$ cat config.mk
export PLATFORM = sky130hd
export DESIGN_NAME = alarm_sequencer
export DESIGN_NICKNAME = d
export VERILOG_FILES = /design/src/rtl/alarm_sequencer.sv
export SDC_FILE = /design/constraint.sdc
export NUM_CORES = 1
export LEC_CHECK = 0
export CAP_MARGIN = 25
export CORE_AREA = 3 3 81 83
export DETAILED_ROUTE_END_ITERATION = 16
export DIE_AREA = 0 0 84 86
export DONT_BUFFER_PORTS = 1
export PLACE_DENSITY = 0.7
export REMOVE_ABC_BUFFERS = 1
export SYNTH_ARGS = -nofsm -noshare
export SYNTH_HDL_FRONTEND = slang
export SYNTH_SLANG_ARGS = --single-unit
$ cat constraint.sdc
create_clock -name clk -period 2.2 [get_ports clk]
set_clock_uncertainty 0.05 [all_clocks]
set_input_delay 0.22 -clock clk [delete_from_list [all_inputs] [get_ports clk]]
set_output_delay 0.22 -clock clk [all_outputs]
set_load 0.01 [all_outputs]
$ cat src/rtl/alarm_sequencer.sv
// alarm_sequencer: BCD MM:SS alarm controller (OFF/ARMED/RING/GAME) with a 60 s ring timeout and a 30 s countdown game.
// Optional: define ALARM_SNOOZE_EN to let snooze in RING push the alarm 5 minutes later and re-arm.
module alarm_sequencer (
   input  logic        clk,
   input  logic        reset,
   input  logic        sec_tick,
   input  logic        alarm_en,
   input  logic        set_alarm,
   input  logic [15:0] alarm_time_in,
   input  logic [15:0] current_time,
   input  logic        dismiss,
   input  logic        game_done,
   input  logic        snooze,
   output logic [2:0]  alarm_state,
   output logic [15:0] alarm_time,
   output logic [15:0] num4,
   output logic        alarm_on
);

   typedef enum logic [2:0] {
      ST_OFF   = 3'b000,
      ST_ARMED = 3'b001,
      ST_RING  = 3'b010,
      ST_GAME  = 3'b100
   } state_t;

   state_t      state_q, state_d;
   logic [15:0] alarm_time_q, alarm_time_d;
   logic [15:0] num4_q, num4_d;
   logic [5:0]  ring_cnt_q, ring_cnt_d;
   logic        match_hist_q, match_hist_d;
   logic        alarm_on_q, alarm_on_d;
   logic        time_eq;
   logic        match;

   function automatic logic bcd_valid(input logic [15:0] t);
      return (t[15:12] <= 4'd5) && (t[11:8] <= 4'd9) &&
             (t[7:4] <= 4'd5) && (t[3:0] <= 4'd9);
   endfunction

   // MM:SS decrement with borrow rippling seconds -> tens -> minutes
   function automatic logic [15:0] bcd_dec(input logic [15:0] t);
      logic [15:0] r;
      r = t;
      if (t[3:0] != 4'd0) begin
         r[3:0] = t[3:0] - 4'd1;
      end else begin
         r[3:0] = 4'd9;
         if (t[7:4] != 4'd0) begin
            r[7:4] = t[7:4] - 4'd1;
         end else begin
            r[7:4] = 4'd5;
            if (t[11:8] != 4'd0) begin
               r[11:8] = t[11:8] - 4'd1;
            end else begin
               r[11:8]  = 4'd9;
               r[15:12] = t[15:12] - 4'd1;
            end
         end
      end
      return r;
   endfunction

`ifdef ALARM_SNOOZE_EN
   function automatic logic [15:0] bcd_add5min(input logic [15:0] t);
      logic [15:0] r;
      r = t;
      if (t[11:8] >= 4'd5) begin
         r[11:8]  = t[11:8] - 4'd5;
         r[15:12] = (t[15:12] >= 4'd5) ? 4'd0 : t[15:12] + 4'd1;
      end else begin
         r[11:8] = t[11:8] + 4'd5;
      end
      return r;
   endfunction
`else
   logic unused_snooze;
   assign unused_snooze = snooze;
`endif

   assign time_eq = (current_time == alarm_time_q);
   assign match   = sec_tick && time_eq && !match_hist_q && !set_alarm;

   // Next-state logic; alarm_en low wins over every other input
   always_comb begin
      state_d      = state_q;
      alarm_time_d = alarm_time_q;
      num4_d       = num4_q;
      ring_cnt_d   = ring_cnt_q;
      match_hist_d = match_hist_q;
      if (sec_tick) begin
         match_hist_d = time_eq;
      end
      if (!alarm_en) begin
         state_d    = ST_OFF;
         ring_cnt_d = 6'd0;
      end else begin
         case (state_q)
            ST_OFF: state_d = ST_ARMED;
            ST_ARMED: begin
               if (match) begin
                  state_d    = ST_RING;
                  ring_cnt_d = 6'd0;
               end
            end
            ST_RING: begin
               if (dismiss) begin
                  state_d = ST_GAME;
                  num4_d  = 16'h0030;
               end
`ifdef ALARM_SNOOZE_EN
               else if (snooze) begin
                  state_d      = ST_ARMED;
                  alarm_time_d = bcd_add5min(alarm_time_q);
               end
`endif
               else if (sec_tick) begin
                  if (ring_cnt_q == 6'd59) begin
                     state_d    = ST_ARMED;
                     ring_cnt_d = 6'd0;
                  end else begin
                     ring_cnt_d = ring_cnt_q + 6'd1;
                  end
               end
            end
            ST_GAME: begin
               if (game_done) begin
                  state_d = ST_ARMED;
               end else if (sec_tick) begin
                  if (num4_q == 16'h0000) begin
                     state_d    = ST_RING;
                     ring_cnt_d = 6'd0;
                  end else begin
                     num4_d = bcd_dec(num4_q);
                  end
               end
            end
            default: state_d = ST_OFF;
         endcase
      end
      if (set_alarm && bcd_valid(alarm_time_in)) begin
         alarm_time_d = alarm_time_in;
      end
      alarm_on_d = (state_d == ST_RING);
   end

   always_ff @(posedge clk or posedge reset) begin
      if (reset) begin
         state_q      <= ST_OFF;
         alarm_time_q <= 16'h0000;
         num4_q       <= 16'h0000;
         ring_cnt_q   <= 6'd0;
         match_hist_q <= 1'b0;
         alarm_on_q   <= 1'b0;
      end else begin
         state_q      <= state_d;
         alarm_time_q <= alarm_time_d;
         num4_q       <= num4_d;
         ring_cnt_q   <= ring_cnt_d;
         match_hist_q <= match_hist_d;
         alarm_on_q   <= alarm_on_d;
      end
   end

   assign alarm_state = state_q;
   assign alarm_time  = alarm_time_q;
   assign num4        = num4_q;
   assign alarm_on    = alarm_on_q;

endmodule

==> summary.md, run 1 <==
- estimated wirelength of the detail-placed design: 4.76 mm
- share of the clock period used by the worst path after layout: 103%
- switching portion of total power: 28.1%
- average size of a mapped cell: 9.83 sq um
- largest vdd supply drop: 0.000318 V
- most common cell after layout, fill and taps aside: buf_4
- post-synthesis cell count: 265
- register-to-register path setup slack: -0.07 ns
- Ports: 76
- Avg Vias per Cell: 5.63
- power per cell area: 578 nW/um^2
- area enclosed by the die boundary: 7220 sq um
- commonest non-fill, non-tap cells in the layout: buf_4 (47), dfrtp_1 (43), nand2_1 (16)
- endpoint type of the worst setup path: register
- power spent charging and discharging nets: 0.541 mW
- number of nets still failing antenna checks after routing: 0
- violated checks: setup timing
- site row count: 28
- synthesis-to-layout area growth: 27.8%
- share of flip-flops with an asynchronous set or reset after synthesis: 100%
- Syn. warnings: 0
- clock share of power: 33.5%
- # DRC: 0
- worst hold-check path type: in2reg
- WL/cell: 16.8 um
- f_max: 441 MHz
- largest area contributor in the netlist: dfrtp_1
- total inserted antenna cells: 0
- post-layout net count: 360
- Main synth FF type: dfrtp_1
- total routed wirelength: 6.59 mm
- floorplan die height: 86 um
- Combinational Power Share: 16.5%
- source-to-sink clock delay at the later pin of the worst-skew pair: 0.30 ns
- number of clock sinks: 43
- TritonCTS clock tree: built
- RSZ-0062 raised after global routing: yes
- crit path kind: reg2reg
- number of antenna violations at the first check in global routing: 0
- via count of the first global-routing pass: 2155
- static power due to leakage: 1.42 nW
- total power draw: 1.92 mW
- Crit path arrival time: 2.41 ns
- kind of start point of the critical path: register
- relative contribution of sequential cells to total power: 49.9%
- sequential share of the synthesized area: 41.3%
- Netlist Area Pre-Place: 2600 sq um
- number of maximum-capacitance violations: 0
- Placeable Area: 5920 sq um
- Worst Setup Slack, final: -0.0688 ns
- number of failing hold endpoints at the final stage: 0
- fraction of synthesized cell area taken by the top area cell type: 41.3%
- deepest level of the CTS H-tree: 2
- pin slew with the least headroom to its limit: 0.916 ns
- Synth area leaders: dfrtp_1 (41%), mux2_2 (5.6%), xnor2_1 (3.7%)
- global-route wire length before repair: 10.4 mm
- dpl cells: 372
- Slew Limit Fails: 0
- required arrival time at the worst endpoint: 2.34 ns
- total clock buffers created by CTS: 5
- initial core utilization: 44.0%
- total routing usage reported by global routing: 17.5%
- total vias in the final route: 2208
- clock root buffer master: clkbuf_8
- gp weighted congestion: 0.852
- die extent in x: 84 um
- share of post-route cells with drive strength above 1: 32.8%
- Worst Setup Slack post-DPL: -0.202 ns
- critical path fanouts, max: 6
- Post-Place Cell Area: 2950 sq um
- number of enable flip-flop cells after synthesis: 0
- fin cells: 392
- First DRT Iteration DRCs: 106
- Final Cell Area: 3330 sq um
- maximum count of clock buffers along a single path: 2
- Pre-Repair DR Iteration Count: 4
- Synth Register Bits: 43
- total setup violations reported at the end of the flow: 1
- residual overflow from global routing: 0
- outcome: complete, but fails checks
- Port Buffer Count: 0
- design internal power: 1.38 mW
- headroom to the max-slew limit: 38.8%
- Distinct cells, synth: 65
- largest net degree at the start of global routing: 44
- Period minus WS final: 2.27 ns
- clock edge transition at the registers on the reported setup and hold paths: 0.09 ns
kinds of logic after synthesis:
| logic type | Yosys count | share of synthesized area, % |
|---|---|---|
| flops | 43 | 41.3 |
| simple gates | 98 | 23.0 |
| buf+inv | 25 | 4.47 |
| compound gates | 66 | 18.1 |
| xor+xnor | 11 | 3.70 |
| mux | 18 | 7.59 |
| fa+ha+maj | 4 | 1.92 |
per-layer routing:
metal | vias to the layer above | wire, um | part of all wire [%] | global-route usage [%]
li1 | 1084 | - | - | -
met1 | 1085 | 2850 | 43 | 22.2
met2 | 34 | 3450 | 52 | 30.2
met3 | 5 | 234 | 3.6 | 3.36
met4 | 0 | 60 | 0.91 | 5.70
met5 | - | 0 | 0 | 0
path summary, 6_finish.rpt:
check | start | to | cells after the start
max in group asynchronous | reset | ring_cnt_q[5]$_DFFE_PP0P_ | 2
setup reg to reg | num4[1]$_DFFE_PP0P_ | num4[8]$_DFFE_PP0P_ | 7
hold reg to reg | ring_cnt_q[0]$_DFFE_PP0P_ | ring_cnt_q[0]$_DFFE_PP0P_ | 1
min in group asynchronous | reset | alarm_time[4]$_DFFE_PP0P_ | 2
setup / recovery | num4[1]$_DFFE_PP0P_ | num4[8]$_DFFE_PP0P_ | 7
hold / removal | alarm_time_in[3] | alarm_time[3]$_DFFE_PP0P_ | 2
power groups by stage:
stage          Combinational, mW  Clock (mW)  Sequential, mW
4_1_cts                    0.306       0.654           0.961
2_1_floorplan              0.196           0           0.977
3_5_place_dp               0.295           0           0.977
5_1_grt                    0.352       0.691           0.973
3_3_place_gp               0.291           0           0.973
6_report                   0.318       0.645           0.961
Yosys cell counts, types with 4 or more instances:
| cell | number |
|---|---|
| a31oi_1 | 7 |
| ha_1 | 4 |
| dfrtp_1 | 43 |
| mux2i_1 | 4 |
| o21ai_0 | 11 |
| nor3_1 | 8 |
| and2_1 | 5 |
| nand2_1 | 16 |
| nand3_1 | 8 |
| a21oi_1 | 15 |
| mux2_2 | 13 |
| nand4_1 | 4 |
| nor2_1 | 16 |
| inv_1 | 15 |
| clkbuf_1 | 7 |
| or3b_1 | 4 |
| nand2b_1 | 9 |
| xnor2_1 | 11 |
| nor2b_1 | 4 |
worst max-delay path, stage by stage (launching register included):
cell and delay [ns]:
dfrtp_1 0.39, inv_2 0.08, ha_4 0.12, or3b_4 0.39
or2_1 0.27, o31a_1 0.39, nor2_1 0.14, mux2_1 0.32
flip-flops by register name, indices dropped and copies added, names as in the netlist:
signal and cells:
alarm_time 16, num4 16, ring_cnt_q 6, alarm_state 3, alarm_on 1, match_hist_q 1
repair_timing:
action | 4_1_cts | 5_1_grt
pin swaps | 2 | 15
setup buffers | 0 | 6
endpoints found under the hold margin | 45 | 3
setup endpoints to repair | 18 | 15
hold buffers | 3 | 3
gates resized for setup | 8 | 27
stage by stage:
stage / hold WS, ns / util, % / setup TNS (ns)
after floorplan: 0.277 / - / -0.930
after global placement: 0.292 / 49.9 / -0.576
after detailed placement: 0.303 / 49.9 / -1.26
after CTS: 0.00214 / 53.0 / -0.0213
after global routing: 0.00230 / 56.2 / -0.904
final: 0.00580 / 56.2 / -0.0688
layout make-up:
class / instances / area (sq um)
well taps: 75 / 93.8
clock buffers: 5 / 68.8
multi-input cells: 197 / 1550
inverters: 15 / 56.3
repair buffers: 54 / 433
fillers: 510 / 2590
clock inverters: 3 / 47.5
flip-flops and latches: 43 / 1080
No activity file was read; power rests on OpenSTA's default activity.
==> run 2, diff against run 1 <==
--- a/config.mk
+++ b/config.mk
@@ -5,12 +5,13 @@
 export SDC_FILE = /design/constraint.sdc
 export NUM_CORES = 1
 export LEC_CHECK = 0
+export ABC_AREA = 1
 export CAP_MARGIN = 25
-export CORE_AREA = 3 3 81 83
+export CORE_AREA = 3 3 74 90
 export DETAILED_ROUTE_END_ITERATION = 16
-export DIE_AREA = 0 0 84 86
+export DIE_AREA = 0 0 77 93
 export DONT_BUFFER_PORTS = 1
-export PLACE_DENSITY = 0.7
+export PLACE_DENSITY = 0.71
 export REMOVE_ABC_BUFFERS = 1
 export SYNTH_ARGS = -nofsm -noshare
 export SYNTH_HDL_FRONTEND = slang
==> summary.md, run 2 <==
- outcome: finished clean, was complete, but fails checks
- kind of start point of the critical path: register, unchanged
- Worst path max stage delay: 0.43 ns, was 0.39 ns
- sequential share of the synthesized area: 41.1%, was 41.3%
- global-route wire length before repair: 10.2 mm, was 10.4 mm
- Avg Vias per Cell: 5.14, was 5.63
- RSZ-0062 raised after global routing: no, was yes
- required arrival time at the worst endpoint: 2.33 ns, was 2.34 ns
- WL/cell: 12.8 um, was 16.8 um
- number of inserted filler cells in the final layout: 599, was 510
- power per cell area: 612 nW/um^2, was 578 nW/um^2
- most common cell after layout, fill and taps aside: nand2_1, was buf_4
- number of failing hold endpoints at the final stage: 0, unchanged
- most heavily used metal layer in global routing: met2, unchanged
- Placeable Area: 5930 sq um, was 5920 sq um
- endpoint type of the worst setup path: register, unchanged
- TritonCTS clock tree: built, unchanged
- number of enable flip-flop cells after synthesis: 0, unchanged
- commonest non-fill, non-tap cells in the layout: nand2_1 (85), inv_1 (61), dfrtp_1 (43), was buf_4 (47), dfrtp_1 (43), nand2_1 (16)
- maximum count of clock buffers along a single path: 2, unchanged
- total vias in the final route: 2332, was 2208
- number of antenna violations at the first check in global routing: 0, unchanged
- global routing met1 resource utilization: 18.7%, was 22.2%
- largest net degree at the start of global routing: 30, was 44
- Syn. warnings: 0, unchanged
- total clock buffers created by CTS: 5, unchanged
- share of the clock period used by the worst path after layout: 87.6%, was 103%
- number of nets still failing antenna checks after routing: 0, unchanged
- Period minus WS final: 1.93 ns, was 2.27 ns
- worst-path cell with the longest stage delay: dfrtp_1, unchanged
- fraction of synthesized cell area taken by the top area cell type: 41.1%, was 41.3%
- worst hold-check path type: in2reg, unchanged
- Pre-Repair DR Iteration Count: 4, unchanged
- residual overflow from global routing: 0, unchanged
- via count of the first global-routing pass: 2327, was 2155
- met2 Track Usage GR: 31.3%, was 30.2%
- largest vdd supply drop: 0.000346 V, was 0.000318 V
- f_max: 519 MHz, was 441 MHz
- ordered list of cells on the worst path: inv_1, ha_1, nand3_1, nor2_1, nand2_1, inv_1, nand2_1, nand2_1, inv_1, o2111ai_1, nand2_1, was inv_2, ha_4, or3b_4, or2_1, o31a_1, nor2_1, mux2_1
- Main synth FF type: dfrtp_1, unchanged
- cell occurring most often along the worst timing path: nand2_1
- area enclosed by the die boundary: 7160 sq um, was 7220 sq um
- critical path fanouts, max: 5, was 6
- count of instances resized after the clock tree is built: 0, was 8
- deepest level of the CTS H-tree: 2, unchanged
- met3 Usage GRT: 5.88%, was 3.36%
- Worst path top cell family by delay: simple AND/OR/NAND/NOR gates, unchanged
- fin cells: 454, was 392
- dpl cells: 440, was 372
- Core Util, Final: 48.3%, was 56.2%
- static power due to leakage: 1.49 nW, was 1.42 nW
- headroom to the max-slew limit: 69.7%, was 38.8%
- Netlist Area Pre-Place: 2620 sq um, was 2600 sq um
- Port Buffer Count: 0, unchanged
- post-synthesis cell count: 359, was 265
- First DRT Iteration DRCs: 138, was 106
- share of flip-flops with an asynchronous set or reset after synthesis: 100%, unchanged
- Critical path buffers and inverters: 3, was 1
- average size of a mapped cell: 7.30 sq um, was 9.83 sq um
- post-layout net count: 415, was 360
- largest area contributor in the netlist: dfrtp_1, unchanged
- Synth Register Bits: 43, unchanged
- total routed wirelength: 5.82 mm, was 6.59 mm
- clock edge transition at the registers on the reported setup and hold paths: 0.09 ns, about the same
- Post-Route Setup TNS: 0 ns, was -0.0688 ns
- clock root buffer master: clkbuf_8, unchanged
- gp weighted congestion: 0.815, was 0.852
- die extent in x: 77 um, was 84 um
- Crit path arrival time: 2.06 ns, was 2.41 ns
- number of clock sinks: 43, unchanged
- Post-Place Cell Area: 2730 sq um, was 2950 sq um
- site row count: 31, was 28
- Ports: 76, unchanged
- # DRC: 0, unchanged
- total setup violations reported at the end of the flow: 0, was 1
- total routing usage reported by global routing: 17.5%, about the same
- initial core utilization: 44.1%, was 44.0%
- synthesis-to-layout area growth: 9.31%, was 27.8%
- Distinct cells, synth: 32, was 65
- source-to-sink clock delay at the later pin of the worst-skew pair: 0.30 ns, about the same
- dominant cell by count in the synthesized netlist: nand2_1, was dfrtp_1
- pin slew with the least headroom to its limit: 0.451 ns, was 0.916 ns
- top cell types by occurrence after synthesis: nand2_1 (85), inv_1 (62), dfrtp_1 (43), was dfrtp_1 (43), nand2_1 (16), nor2_1 (16)
- estimated wirelength of the detail-placed design: 4.57 mm, was 4.76 mm
- register-to-register path setup slack: 0.27 ns, was -0.07 ns
- crit path kind: reg2reg, unchanged
- number of maximum-capacitance violations: 0, unchanged
- Slew Limit Fails: 0, unchanged
- Final Cell Area: 2860 sq um, was 3330 sq um
- share of post-route cells with drive strength above 1: 8.33%, was 32.8%
- Synth area leaders: dfrtp_1 (41%), nand2_1 (12%), inv_1 (8.9%), was dfrtp_1 (41%), mux2_2 (5.6%), xnor2_1 (3.7%)
- total inserted antenna cells: 0, unchanged
- floorplan die height: 93 um, was 86 um
-- run 2: worst paths after layout --
kind | from | to | cells after the start
worst max-delay path | num4[8]$_DFFE_PP0P_ | num4[11]$_DFFE_PP0P_ | 11
worst min-delay path | alarm_en | ring_cnt_q[2]$_DFFE_PP0P_ | 2
worst max register to register | num4[8]$_DFFE_PP0P_ | num4[11]$_DFFE_PP0P_ | 11
worst min register to register | match_hist_q$_DFFE_PP0P_ | match_hist_q$_DFFE_PP0P_ | 1
max in group asynchronous | reset | ring_cnt_q[1]$_DFFE_PP0P_ | 3
min in group asynchronous | reset | alarm_time[12]$_DFFE_PP0P_ | 2
-- run 2: through the flow --
step | power [mW] | setup WS, ns | hold WS [ns]
finish | 1.75 | 0.272 | 0.00669
global route | 1.87 | 0.0531 | 0.00377
CTS | 1.77 | 0.244 | 0.000117
detailed placement | 1.26 | 0.262 | -0.0758
global placement | 1.25 | 0.296 | -0.0764
floorplan | 1.19 | 0.505 | 0.311
-- run 2: what timing repair did --
action,4_1_cts,5_1_grt
endpoints found under the hold margin,47,0
endpoints found under the setup margin,0,1
setup buffers,0,3
hold buffers,3,0
-- run 2: cells by family after synthesis --
logic type / count (synthesis) / synth area share, %
xor gates and xnor gates: 10 / 3.34
adders and majority gates: 4 / 1.91
AOI/OAI and AO/OA: 51 / 10.4
and+or+nand+nor: 180 / 32.8
buffers and inverters: 71 / 10.5
DFF: 43 / 41.1
-- run 2: area by class of cell --
| class | instances | area, sq um | share of cell area (%) |
|---|---|---|---|
| multi-input combinational | 245 | 1270 | 44.3 |
| sequential | 43 | 1080 | 37.6 |
| inverter | 66 | 248 | 8.65 |
| tap | 82 | 103 | 3.58 |
| timing repair buffer | 10 | 82.6 | 2.88 |
| clock buffer | 6 | 72.6 | 2.53 |
| clock inverter | 2 | 12.5 | 0.437 |
-- run 2: power by group --
group | internal, mW | switching (mW) | total (mW)
Clock | 0.222 | 0.284 | 0.506
Sequential | 0.865 | 0.119 | 0.984
Combinational | 0.108 | 0.155 | 0.263
Total | 1.20 | 0.558 | 1.75
-- run 2: routing by layer --
layer	share of wire, %	wire, um
met1	40	2330
met4	2.1	123
met2	50	2900
met3	8.1	473
met5	0	0
